$ cat config.mk
export PLATFORM = sky130hd
export DESIGN_NAME = instruction_pair_queue
export DESIGN_NICKNAME = d
export VERILOG_FILES = /design/src/rtl/instruction_pair_queue.sv
export SDC_FILE = /design/constraint.sdc
export NUM_CORES = 1
export LEC_CHECK = 0
export ABC_AREA = 1
export BUFFER_PORTS_ARGS = -buffer_cell sky130_fd_sc_hd__buf_4
export CAP_MARGIN = 20
export CORE_ASPECT_RATIO = 2
export CORE_MARGIN = 10
export CORE_UTILIZATION = 40
export DETAILED_ROUTE_END_ITERATION = 10
export GPL_TIMING_DRIVEN = 0
export PLACE_DENSITY = 0.65
export SYNTH_ARGS = -nofsm -noshare
export SYNTH_HDL_FRONTEND = slang
export SYNTH_SLANG_ARGS = --single-unit
$ cat constraint.sdc
create_clock -name clk -period 4.1 [get_ports clk]
set_clock_uncertainty 0.1 [all_clocks]
set_input_delay 0.205 -clock clk [delete_from_list [all_inputs] [get_ports clk]]
set_output_delay 0.205 -clock clk [all_outputs]
set_load 0.005 [all_outputs]
$ cat src/rtl/instruction_pair_queue.sv
// instruction_pair_queue
//   In-order instruction prefetch queue. Fetches 16-bit words from
//   instruction memory with at most one request outstanding, and presents the
//   head entry and the head+1 entry together so a fusable pair is visible in
//   one cycle. Up to two entries retire per cycle unless stalled. A redirect
//   flushes the queue and restarts fetching at redirect_pc.
//
// Ports
//   clk, rst                 clock; synchronous active-high reset
//   imem_req / imem_addr     fetch request and its address
//   imem_ready               request accepted when imem_req && imem_ready
//   imem_rvalid / imem_rdata in-order fetch response
//   redirect / redirect_pc   flush queue, restart fetch and head at redirect_pc
//   stall                    blocks all pops this cycle
//   consume                  entries retired this cycle (3 behaves as 2)
//   instruction(_valid)      head entry, 0 when not valid
//   next_instruction(_valid) head+1 entry, 0 when not valid
//   head_pc                  address of the head entry
//   occupancy                entries currently held
//   flush_count              redirects seen, saturating
//   fsm_state                fetch FSM state (0 IDLE, 1 WAIT, 2 DROP) for observation
//
// Handshake: the fetch request follows valid/ready. A transfer happens in a
// cycle where imem_req && imem_ready. Once imem_req rises, imem_req and
// imem_addr stay stable until the transfer; only redirect (or rst) withdraws
// a request. Responses carry no ready: exactly one imem_rvalid returns per
// accepted request, in order.

module instruction_pair_queue #(
    parameter int DEPTH  = 4,
    parameter int ADDR_W = 8
) (
    input  logic                       clk,
    input  logic                       rst,
    output logic                       imem_req,
    output logic [ADDR_W-1:0]          imem_addr,
    input  logic                       imem_ready,
    input  logic                       imem_rvalid,
    input  logic [15:0]                imem_rdata,
    input  logic                       redirect,
    input  logic [ADDR_W-1:0]          redirect_pc,
    input  logic                       stall,
    input  logic [1:0]                 consume,
    output logic [15:0]                instruction,
    output logic [15:0]                next_instruction,
    output logic                       instruction_valid,
    output logic                       next_instruction_valid,
    output logic [ADDR_W-1:0]          head_pc,
    output logic [$clog2(DEPTH):0]     occupancy,
    output logic [15:0]                flush_count,
    output logic [1:0]                 fsm_state
);

    localparam int PTR_W = $clog2(DEPTH);
    localparam int CNT_W = PTR_W + 1;

    typedef enum logic [1:0] {
        S_IDLE = 2'd0,
        S_WAIT = 2'd1,
        S_DROP = 2'd2
    } state_t;

    state_t             state_q, state_next;
    logic [CNT_W-1:0]   count_q;
    logic [PTR_W-1:0]   rd_ptr_q, wr_ptr_q;
    logic [ADDR_W-1:0]  fetch_pc_q, head_pc_q;
    logic [15:0]        flush_q;
    logic [15:0]        mem [DEPTH];

    logic [1:0]         consume_clamped;
    logic [1:0]         pops;
    logic               accept;
    logic               push;
    logic [PTR_W-1:0]   rd_ptr_plus1;

    // Pop count: never more than the entries actually held.
    always_comb begin
        consume_clamped = (consume == 2'd3) ? 2'd2 : consume;
        pops            = 2'd0;
        if (!stall) begin
            if (count_q >= CNT_W'(2))
                pops = consume_clamped;
            else if (count_q == CNT_W'(1))
                pops = (consume_clamped != 2'd0) ? 2'd1 : 2'd0;
        end
    end

    // A request is only raised in IDLE with a free slot, so the response of
    // every accepted request is guaranteed somewhere to land. Count cannot
    // rise while IDLE, so a raised request stays raised until accepted.
    always_comb begin
        imem_req  = !rst && (state_q == S_IDLE) && (count_q < CNT_W'(DEPTH)) && !redirect;
        imem_addr = fetch_pc_q;
        accept    = imem_req && imem_ready;
        push      = (state_q == S_WAIT) && imem_rvalid && !redirect;
    end

    always_comb begin
        state_next = state_q;
        case (state_q)
            S_IDLE:  if (accept)      state_next = S_WAIT;
            S_WAIT:  if (imem_rvalid) state_next = S_IDLE;
            S_DROP:  if (imem_rvalid) state_next = S_IDLE;
            default:                  state_next = S_IDLE;
        endcase
        // A response landing in the redirect cycle is thrown away here; a
        // response still in flight afterwards is swallowed by DROP.
        if (redirect) begin
            if ((state_q == S_WAIT || state_q == S_DROP) && !imem_rvalid)
                state_next = S_DROP;
            else
                state_next = S_IDLE;
        end
    end

    always_ff @(posedge clk) begin
        if (rst) begin
            state_q    <= S_IDLE;
            count_q    <= '0;
            rd_ptr_q   <= '0;
            wr_ptr_q   <= '0;
            fetch_pc_q <= '0;
            head_pc_q  <= '0;
            flush_q    <= '0;
        end else begin
            state_q <= state_next;
            if (redirect) begin
                count_q    <= '0;
                rd_ptr_q   <= '0;
                wr_ptr_q   <= '0;
                fetch_pc_q <= redirect_pc;
                head_pc_q  <= redirect_pc;
                if (flush_q != 16'hFFFF)
                    flush_q <= flush_q + 16'd1;
            end else begin
                count_q   <= count_q + CNT_W'(push) - CNT_W'(pops);
                rd_ptr_q  <= rd_ptr_q + PTR_W'(pops);
                head_pc_q <= head_pc_q + ADDR_W'(pops);
                if (push)
                    wr_ptr_q <= wr_ptr_q + PTR_W'(1);
                if (accept)
                    fetch_pc_q <= fetch_pc_q + ADDR_W'(1);
            end
        end
    end

    // Storage needs no reset: the read side is gated by count.
    always_ff @(posedge clk) begin
        if (!rst && push)
            mem[wr_ptr_q] <= imem_rdata;
    end

    always_comb begin
        rd_ptr_plus1           = rd_ptr_q + PTR_W'(1);
        instruction_valid      = (count_q >= CNT_W'(1));
        next_instruction_valid = (count_q >= CNT_W'(2));
        instruction            = instruction_valid ? mem[rd_ptr_q] : 16'h0000;
        next_instruction       = next_instruction_valid ? mem[rd_ptr_plus1] : 16'h0000;
        head_pc                = head_pc_q;
        occupancy              = count_q;
        flush_count            = flush_q;
        fsm_state              = state_q;
    end

endmodule

# Word level (Yosys, flattened, before mapping)
# Memories as Yosys holds them, arrays and structs flattened. A register that Yosys moved wholly into a read port is not among the register bits.
# Cells that the tools add are included.
[op_classes] mux=18 n_lt_le_gt_ge=3 addsub=8 eq_ne=7 n_reduce_logical=19
[ops] operator="16-bit 2-to-1 mux" n=2
[ops] operator="8-bit 2-to-1 mux" n=3
[ops] operator="16-bit by 1-bit adder with 16-bit output, second input constant" n=1
[ops] operator="2-bit 2-to-1 mux" n=8
[ops] operator="16-bit inequality test, second input constant" n=1
[ops] operator="8-bit by 1-bit adder with 8-bit output, second input constant" n=1
[ops] operator="8-bit by 2-bit adder with 8-bit output" n=1
[ops] operator="1-bit logical AND" n=8
[ops] operator="2-bit by 1-bit adder with 2-bit output, second input constant" n=2
[ops] operator="2-bit equality test, second input constant" n=2
[ops] operator="1-bit 2-to-1 mux" n=4
[ops] operator="2-bit case mux with 2 select lines" n=1
[ops] operator="2-bit AND reduction" n=2
[ops] operator="2-bit nonzero test" n=2
[ops] operator="2-bit OR reduction" n=2
[ops] operator="3-bit by 1-bit adder with 3-bit output" n=1
[ops] operator="3-bit by 1-bit equality test with 1-bit output, second input constant" n=1
[ops] operator="3-bit by 1-bit greater-or-equal comparator with 1-bit output, second input constant" n=1
[ops] operator="3-bit by 2-bit greater-or-equal comparator with 1-bit output, second input constant" n=1
[ops] operator="1-bit zero test" n=3
[ops] operator="3-bit < comparator, second input constant" n=1
[ops] operator="3-bit by 1-bit inequality test with 1-bit output, second input constant" n=1
[ops] operator="3-bit inequality test, second input constant" n=1
[ops] operator="3-bit by 2-bit subtractor with 3-bit output" n=1
[ops] operator="other kinds (4)" n=4
[word_totals] ff_bits=41 memories=1 in_bits=32 mem_bits_rw=64 elab_cells=63 out_inout_bits=72
[mem_list] name="mem" words=4 word_bits=16 read_ports=2 rd_ports_with_merged_regs=1 wr=1 line_no="68" source="logic [15:0] mem [DEPTH];"

# Logic depth before layout (Yosys ltp)
# Gate-level depths: netlist (run 1).
[depth] word_depth=9 mapped_depth=12 depth_no_buf=12

# Least setup slack after synthesis (run 1)
# No wires, ideal clock.
[synth_timing] path_type="register to register" start="reg count_q[2], in the netlist occupancy[2]" end="reg head_pc_q[6], in the netlist head_pc[6]" n_path_buf=0 arrival_ns=2.422 required_time_ns=3.877 slack_ns=1.456 stages_incl_launch_ff=11 period_less_slack_ns=2.644 setup_ns=0.123 path_cell_list="dfxtp_1 > nor2_2 > inv_1 > a2111oi_0 > ha_1 > inv_1 > fa_1 > nor2_1 > nand2_1 > o21ai_0 > o21ai_0"
[synth_via] elab_chain_len=6 elab_cells_between_ends=7 cone_classes="add/sub (1); order compare (1); eq/ne (1); mux (4)"
[synth_lines] element="start, declared" line_no="64" source="logic [CNT_W-1:0] count_q;"
[synth_lines] element="start signal, assigned" line_no="136" source="count_q <= count_q + CNT_W'(push) - CNT_W'(pops);"
[synth_lines] element="branches (longest 2 deep; another with 3-bit by 2-bit greater-or-equal comparator with 1-bit output)"
[synth_lines] element="2-bit 2-to-1 mux *" line_no="81" source="if (count_q >= CNT_W'(2))"
[synth_lines] element="2-bit 2-to-1 mux *" line_no="80" source="if (!stall) begin"
[synth_lines] element="8-bit by 2-bit adder with 8-bit output *" line_no="138" source="head_pc_q <= head_pc_q + ADDR_W'(pops);"
[synth_lines] element="8-bit 2-to-1 mux *" line_no="127" source="if (redirect) begin"
[synth_lines] element="end signal, assigned" line_no="132" source="head_pc_q <= redirect_pc;"
[synth_lines] element="end signal, assigned" line_no="138"
[synth_lines] element="end, declared" line_no="66" source="logic [ADDR_W-1:0] fetch_pc_q, head_pc_q;"
# Every way passes the cells marked *.
# A chain may end at the register's enable or synchronous reset.

# Worst setup path after layout (run 1)
[layout_timing] start="reg count_q[2], in the netlist occupancy[2]" end="reg count_q[2], in the netlist occupancy[2]"
[layout_via] elab_chain_len=5 elab_cells_between_ends=7 cone_classes="add/sub (2); order compare (1); eq/ne (1); mux (3)"
[layout_lines] element="branches (longest 4 deep; another with 3-bit by 2-bit greater-or-equal comparator with 1-bit output)"
[layout_lines] element="3-bit by 2-bit subtractor with 3-bit output *" line_no="136"
# Marks and branches as above.

==> reports/qor.txt, run 1 <==
Routability Congestion - 0.8688
Ant diodes - 0
Max VDD drop - 0.2317 mV
Mapped Area - 5261 sq um
Final cycle utilization of the critical path - 0.7965
Average routed wire per standard cell - 18.45 microns
Summed negative setup slack over all endpoints - 0 ns
Top_reg_cell synth - sky130_fd_sc_hd__edfxtp_1
Post-route DRC violation count - 0
Reg-to-Reg End - occupancy[2]
Antenna-violating nets left - 0
Final-report hold violation count - 0
Worst hold path class - primary input to flip-flop
Largest family of logic cells by synthesized area - simple AND/OR/NAND/NOR gates
Global route overflow - 0
Total of cells resized after clock tree synthesis - 0
TritonCTS clock tree - yes
Die Y - 182.2 microns
Critical Path Start - occupancy[2]
Worst r2r path cells - 12
Status - finished clean
Endpoint of the worst setup timing path - occupancy[2]
Post-synthesis share of cell area spent on full adders, half adders and majority gates - 0.04090
Antenna violations before repair - 0
Die Wd - 101.1 microns
Crit path time final - 3.265 ns
Signed area change from the synthesized netlist to the final layout - 29.06%
Worst rel slew slack - 0.5310
Number of distinct library cell variants in the gate-level netlist after synthesis - 38
Detailed-route via count - 4835
Core area - 12990 sq um
Vias in the first global route - 5112
Initial core utilization - 0.4049
Final worst-path setup slack - 0.8345 ns
Type of the worst setup path - flip-flop to flip-flop
Nets@finish - 777
Clock root buffer master - sky130_fd_sc_hd__clkbuf_16
Flop-to-flop setup slack - 0.83 ns
Startpoint of the worst-slack reg-to-reg timing path - occupancy[2]
Element type at the critical path end - flip-flop
Post-synth EDFFs - 64
Source-to-sink clock delay at the later pin of the worst-skew pair - 0.35 ns
Proportion of synthesized chip area in sequential cells - 0.5213
FILL cells - 1229
Avg Synthesized Cell Area - 8.857 sq um
Total routing usage reported by global routing - 0.1753
Setup repair after global routing missed its margin - false
Share of the synthesized netlist area taken by xor and xnor gates - 0.01998
DRT Pass-1 Iters - 5
Number of ports placed on the die boundary - 104
CTS H-tree depth - 3
DRT iter0 DRCs - 201
Maximum net fanout on the critical path - 9
Number of max-cap violations - 0
Number of buffers added by the clock tree synthesis step - 9
Power density cells - 331.5 nW/um^2
Instance count of the mapped netlist - 594
Buffers from clock root to sink, at most - 2
Pin count of the biggest net entering global routing - 21
Lkg Pwr - 0.002765 uW
Data required time at the worst endpoint - 4.24 ns
Simple-gate portion of the synthesized area - 0.1895
Share of the core filled with cells - 0.5226
Synthesized Nets - 642
Pre-CTS setup slack - 0.6649 ns
DRT Wirelength - 16.34 mm
Asr flop ratio synth - 0
Measured slew at the worst slew-check pin - 0.7035 ns
Total Power - 2251 uW
Hold wc startpoint - redirect_pc[6]
Fraction of final layout cells sized beyond drive strength 1 - 0.2125
Detailed placement HPWL - 12.47 mm
Post-synthesis compound-gate area fraction - 0.1610
Multiplexer fraction of the synthesized cell area - 0
Maximum clock rate - 306.2 MHz
Die footprint - 18420 sq um
Standard-cell rows - 59
Number of clock sinks - 105
Synthesis-stage register bit count - 105
Number of warnings reported in the yosys synthesis log - 0
Port bufs - 102
Wire length of the first global-routing pass - 25.70 mm
Startpoint type of the worst setup path - flip-flop
Worst endpoint data arrival time - 3.41 ns
Max Transition Viols Final - 0
Count of endpoints failing setup in the final report - 0
Per-cell via count in the routed design - 5.457
Post-CTS clock slew at the launch and capture registers of the worst setup and hold paths - 0.08 ns
state kept, by name, indices dropped and copies added, names as in the netlist:
register,flops
flush_count,16
rd_ptr_q,2
imem_addr,8
wr_ptr_q,2
occupancy,3
mem,64
head_pc,8
fsm_state,2
synth_stat cells (3+ instances only):
library cell	number	area share
sky130_fd_sc_hd__a211oi_1	7	0.010
sky130_fd_sc_hd__a21oi_1	43	0.041
sky130_fd_sc_hd__a21oi_2	3	0.0050
sky130_fd_sc_hd__a311oi_1	16	0.027
sky130_fd_sc_hd__buf_1	3	0.0021
sky130_fd_sc_hd__buf_2	13	0.012
sky130_fd_sc_hd__clkbuf_1	8	0.0057
sky130_fd_sc_hd__dfxtp_1	41	0.16
sky130_fd_sc_hd__edfxtp_1	64	0.37
sky130_fd_sc_hd__ha_1	14	0.033
sky130_fd_sc_hd__inv_1	55	0.039
sky130_fd_sc_hd__nand2_1	149	0.11
sky130_fd_sc_hd__nand3_1	23	0.022
sky130_fd_sc_hd__nand4_1	8	0.0095
sky130_fd_sc_hd__nor2_1	50	0.036
sky130_fd_sc_hd__nor2_2	5	0.0059
sky130_fd_sc_hd__nor3_1	3	0.0029
sky130_fd_sc_hd__o21ai_0	22	0.021
sky130_fd_sc_hd__o221ai_1	8	0.013
sky130_fd_sc_hd__o22ai_1	25	0.030
sky130_fd_sc_hd__xnor2_1	5	0.0083
sky130_fd_sc_hd__xor2_1	7	0.012
metrics by stage:
| step | cells | hold WS, ns | instance area, sq um |
|---|---|---|---|
| 2_1_floorplan | 594 | 0.2039 | 5261 |
| 3_3_place_gp | 848 | 0.3046 | 6217 |
| 3_5_place_dp | 852 | 0.3076 | 6287 |
| 4_1_cts | 885 | 0.007695 | 6778 |
| 5_1_grt | 886 | 0.02036 | 6790 |
| 6_report | 886 | 0.01577 | 6790 |
logic make-up (layout without fill, tap and decap cells):
kind of cell,count (synthesis),after routing
and+or+nand+nor,243,243
DFF,105,105
xor gates and xnor gates,12,12
AOI/OAI and AO/OA,134,134
buffers and inverters,84,224
adders and majority gates,16,16
where the power goes:
part | leakage [uW] | internal, uW | switching, uW | total [uW]
Clock | 0.000157 | 492 | 424 | 917
Sequential | 0.000910 | 1130 | 19.5 | 1150
Combinational | 0.00170 | 88.2 | 92.8 | 181
layer usage:
| layer | global-route usage | up-vias | wire, microns |
|---|---|---|---|
| met3 | 0.04200 | 39 | 1033 |
| met5 | 0 | - | 0 |
| met2 | 0.3306 | 171 | 9212 |
| met4 | 0.08627 | 0 | 486 |
| met1 | 0.1663 | 2293 | 5611 |
| li1 | - | 2332 | - |
worst min-delay path by stage:
stage / endpoint / slack [ns] / depth (start not counted)
after floorplan: mem[0][0] / 0.20 / 0
final: head_pc[6] / 0.02 / 3
after CTS: head_pc[6] / 0.008 / 3
after detailed placement: mem[3][14] / 0.31 / 1
after global placement: mem[2][8] / 0.30 / 1
after global routing: head_pc[5] / 0.02 / 3
cell type report:
| type | count | area, sq um | share of cell area |
|---|---|---|---|
| plain buffers | 28 | 143.9 | 0.02119 |
| well taps | 152 | 190.2 | 0.02801 |
| flip-flops and latches | 105 | 2743 | 0.4039 |
| clock buffers | 9 | 225.2 | 0.03317 |
| inverters | 56 | 210.2 | 0.03096 |
| multi-input cells | 405 | 2175 | 0.3203 |
| clock inverters | 7 | 95.09 | 0.01400 |
| repair buffers | 124 | 1008 | 0.1485 |
what timing repair did:
action	in CTS	in global routing
hold buffers	17	0
setup buffers	0	0
endpoints found under the hold margin	65	0
critical path, stage by stage, from the launching register on:
cell                             delay (ns)
sky130_fd_sc_hd__dfxtp_1               0.35
sky130_fd_sc_hd__nor2_2                0.39
sky130_fd_sc_hd__inv_1                 0.20
sky130_fd_sc_hd__nor2_2                0.47
sky130_fd_sc_hd__a2111oi_0             0.14
sky130_fd_sc_hd__dlymetal6s2s_1        0.23
sky130_fd_sc_hd__ha_1                  0.30
sky130_fd_sc_hd__inv_1                 0.04
sky130_fd_sc_hd__ha_1                  0.18
sky130_fd_sc_hd__fa_1                  0.38
sky130_fd_sc_hd__xor2_1                0.18
sky130_fd_sc_hd__o21ai_0               0.15
sky130_fd_sc_hd__a21oi_1               0.05
cells in the final DEF, fill, tap and decap left out, drive strengths merged, types with 2 or more instances in the layout:
master       count
a211oi           7
a21oi           46
a311oi          16
buf            126
clkbuf          17
clkinv           3
dfxtp           41
dlygate4sd3     17
edfxtp          64
fa               2
ha              14
inv             59
nand2          151
nand3           23
nand4            8
nor2            56
nor3             3
nor3b            2
o21ai           24
o21bai           2
o221ai           8
o22ai           25
xnor2            5
xor2             7
No activity file was read; power rests on OpenSTA's default activity.
==> run 2: changes to the inputs <==
Settings changed: PLACE_DENSITY 0.65 to 0.67.
Clock period 4.1 ns to 2.9 ns, I/O delays scaled along.
==> run 2 against run 1 <==
  * Design area up 1.0%
  * Utilization up 0.52 points
  * Die area unchanged
  * Worst hold slack better by 0.0070 ns
  * Non-clock buffer count up 7
  * Worst setup slack worse by 0.58 ns
  * Maximum frequency up 23%
  * Register-to-register slack worse by 0.58 ns
  * Wire length down 1.4%
==> reports/qor.txt, run 2 (same netlist as run 1, synthesis figures left out) <==
Die Y - 182.2 microns (unchanged)
Post-DP Area - 6276 sq um (-0.18%)
Detailed placement HPWL - 12.41 mm (-0.51%)
Per-cell via count in the routed design - 5.431 (-0.48%)
Worst r2r path cells - 12 (unchanged)
Number of max-cap violations - 0 (unchanged)
Data required time at the worst endpoint - 3.03 ns (-1.21 ns)
Net switching fraction of the power - 0.2360 (-0.002424)
Signed area change from the synthesized netlist to the final layout - 30.34%
Final hold slack - 0.02273 ns (+0.006959 ns)
DRT Pass-1 Iters - 5 (unchanged)
Sequential share of power - 0.513 (about the same)
Ant diodes - 0 (unchanged)
Source-to-sink clock delay at the later pin of the worst-skew pair - 0.34 ns (about the same)
Number of ports placed on the die boundary - 104 (unchanged)
Fraction of power consumed by combinational cells - 0.083 (+0.003)
Max VDD drop - 0.2636 mV (+14%)
Total routing usage reported by global routing - 0.1716 (-0.003688)
Count of endpoints failing setup in the final report - 0 (unchanged)
Lkg Pwr - 0.002772 uW (+0.23%)
Largest register by flop count - mem
Global route overflow - 0 (unchanged)
Wire length of the first global-routing pass - 25.51 mm (-0.75%)
Worst hold path class - primary input to flip-flop
Measured slew at the worst slew-check pin - 0.6503 ns (-0.05327 ns)
Port bufs - 102 (unchanged)
Type of the worst setup path - flip-flop to flip-flop
Routability Congestion - 0.9050 (+4.2%)
TritonCTS clock tree - yes
Endpoint of the worst setup timing path - head_pc[6]
Post-route DRC violation count - 0 (unchanged)
Post-CTS clock slew at the launch and capture registers of the worst setup and hold paths - 0.08 ns (about the same)
Fraction of final layout cells sized beyond drive strength 1 - 0.2159 (+0.003390)
Most common cell after layout, fill and taps aside - sky130_fd_sc_hd__nand2_1
Switching component of the power - 750.0 uW (+40%)
Buffers from clock root to sink, at most - 2 (unchanged)
Part of the total power dissipated in the clock network - 0.404 (-0.003)
Final cycle utilization of the critical path - 0.9122 (+0.1158)
Pin count of the biggest net entering global routing - 21 (unchanged)
Average routed wire per standard cell - 18.04 microns (-2.2%)
Nets@finish - 784 (+0.90%)
Reg-to-Reg End - head_pc[6]
Clock root buffer master - sky130_fd_sc_hd__clkbuf_16
Initial core utilization - 0.4049 (unchanged)
Die Wd - 101.1 microns (unchanged)
DRT iter0 DRCs - 167 (-17%)
Worst rel slew slack - 0.5665 (+0.03551)
Worst endpoint data arrival time - 2.78 ns (-0.63 ns)
Flop-to-flop setup slack - 0.25 ns (-0.58 ns)
Most frequent cells in the layout - sky130_fd_sc_hd__nand2_1 (149), sky130_fd_sc_hd__buf_4 (106), sky130_fd_sc_hd__edfxtp_1 (64), sky130_fd_sc_hd__inv_1 (54), sky130_fd_sc_hd__nor2_1 (46)
Int Pwr - 2428 uW (+42%)
Critical Path Start - occupancy[1]
Status - finished clean
Antenna violations before repair - 0 (unchanged)
Maximum clock rate - 378.0 MHz (+23%)
DRT Wirelength - 16.11 mm (-1.4%)
Startpoint of the worst-slack reg-to-reg timing path - occupancy[1]
Element type at the critical path end - flip-flop
Post-route cell area - 6858 sq um (+1.0%)
Number of buffers added by the clock tree synthesis step - 9 (unchanged)
Final-report hold violation count - 0 (unchanged)
Standard-cell rows - 59 (unchanged)
Setup repair after global routing missed its margin - false
Core area - 12990 sq um (unchanged)
Max Transition Viols Final - 0 (unchanged)
Pre-CTS setup slack - -0.5332 ns (-1.198 ns)
Final worst-path setup slack - 0.2545 ns (-0.5800 ns)
Antenna-violating nets left - 0 (unchanged)
Power density cells - 463.3 nW/um^2 (+40%)
Die footprint - 18420 sq um (unchanged)
Startpoint type of the worst setup path - flip-flop
Share of the core filled with cells - 0.5278 (+0.005200)
Number of clock sinks - 105 (unchanged)
Maximum net fanout on the critical path - 9 (unchanged)
Number of flip-flops under the largest register name - 64 (unchanged)
Detailed-route via count - 4850 (+0.31%)
CTS H-tree depth - 3 (unchanged)
Crit path time final - 2.645 ns (-0.6200 ns)
Vias in the first global route - 5167 (+1.1%)
-- run 2: per-stage QoR --
stage | TNS [ns] | power, uW | instances
CTS | 0 | 3202 | 891
detailed placement | -2.350 | 1898 | 853
global placement | -5.107 | 1890 | 848
finish | 0 | 3178 | 893
global route | 0 | 3299 | 893
floorplan | 0 | 1766 | 594
-- run 2: layout make-up --
cell class | count | area (sq um)
clock buffer | 9 | 225.2
buffer | 28 | 143.9
tap | 152 | 190.2
clock inverter | 7 | 92.59
sequential | 105 | 2743
multi-input combinational | 405 | 2203
fill | 1214 | 6135
inverter | 56 | 210.2
timing repair buffer | 131 | 1050
-- run 2: power groups by stage --
stage	sequential (uW)	combinational, uW	clock [uW]
5_1_grt	1630	291	1370
3_5_place_dp	1660	235	0
2_1_floorplan	1660	106	0
4_1_cts	1630	263	1310
6_report	1630	263	1280
3_3_place_gp	1660	227	0
-- run 2: repair_timing --
action / CTS / global route
cloned: 0 / 0
buffers inserted: 0 / 2
endpoints found under the hold margin: 73 / 0
hold buffers: 22 / 0
setup endpoints to repair: 9 / 3
gates resized for setup: 5 / 1
pin swaps: 0 / 1
-- run 2: metal layers --
metal / up-vias / track usage / wire, microns
li1: 2346 / - / -
met1: 2283 / 0.1640 / 5721
met2: 184 / 0.3217 / 8813
met3: 37 / 0.04238 / 1063
met4: 0 / 0.08403 / 515
met5: - / 0 / 0
-- run 2: worst min path at each step --
stage	startpoint	to	slack, ns	cells after the start
2_1_floorplan	imem_rdata[0]	mem[0][0]	0.14	0
3_3_place_gp	imem_rdata[8]	mem[2][8]	0.24	1
3_5_place_dp	imem_rdata[6]	mem[2][6]	0.25	1
4_1_cts	redirect_pc[3]	head_pc[3]	0.0003	3
5_1_grt	redirect_pc[4]	head_pc[4]	0.02	3
6_report	redirect_pc[4]	head_pc[4]	0.02	3
-- run 2: worst max-delay path, stage by stage, from the launching register on --
cell and delay, ns:
sky130_fd_sc_hd__dfxtp_1 0.43, sky130_fd_sc_hd__nor2_4 0.08, sky130_fd_sc_hd__inv_2 0.14, sky130_fd_sc_hd__nor2_4 0.10
sky130_fd_sc_hd__a2111oi_4 0.28, sky130_fd_sc_hd__buf_1 0.20, sky130_fd_sc_hd__ha_1 0.19, sky130_fd_sc_hd__inv_1 0.05
sky130_fd_sc_hd__fa_1 0.40, sky130_fd_sc_hd__nor2_1 0.22, sky130_fd_sc_hd__nand2_1 0.09, sky130_fd_sc_hd__o21ai_0 0.15
sky130_fd_sc_hd__o21ai_0 0.10
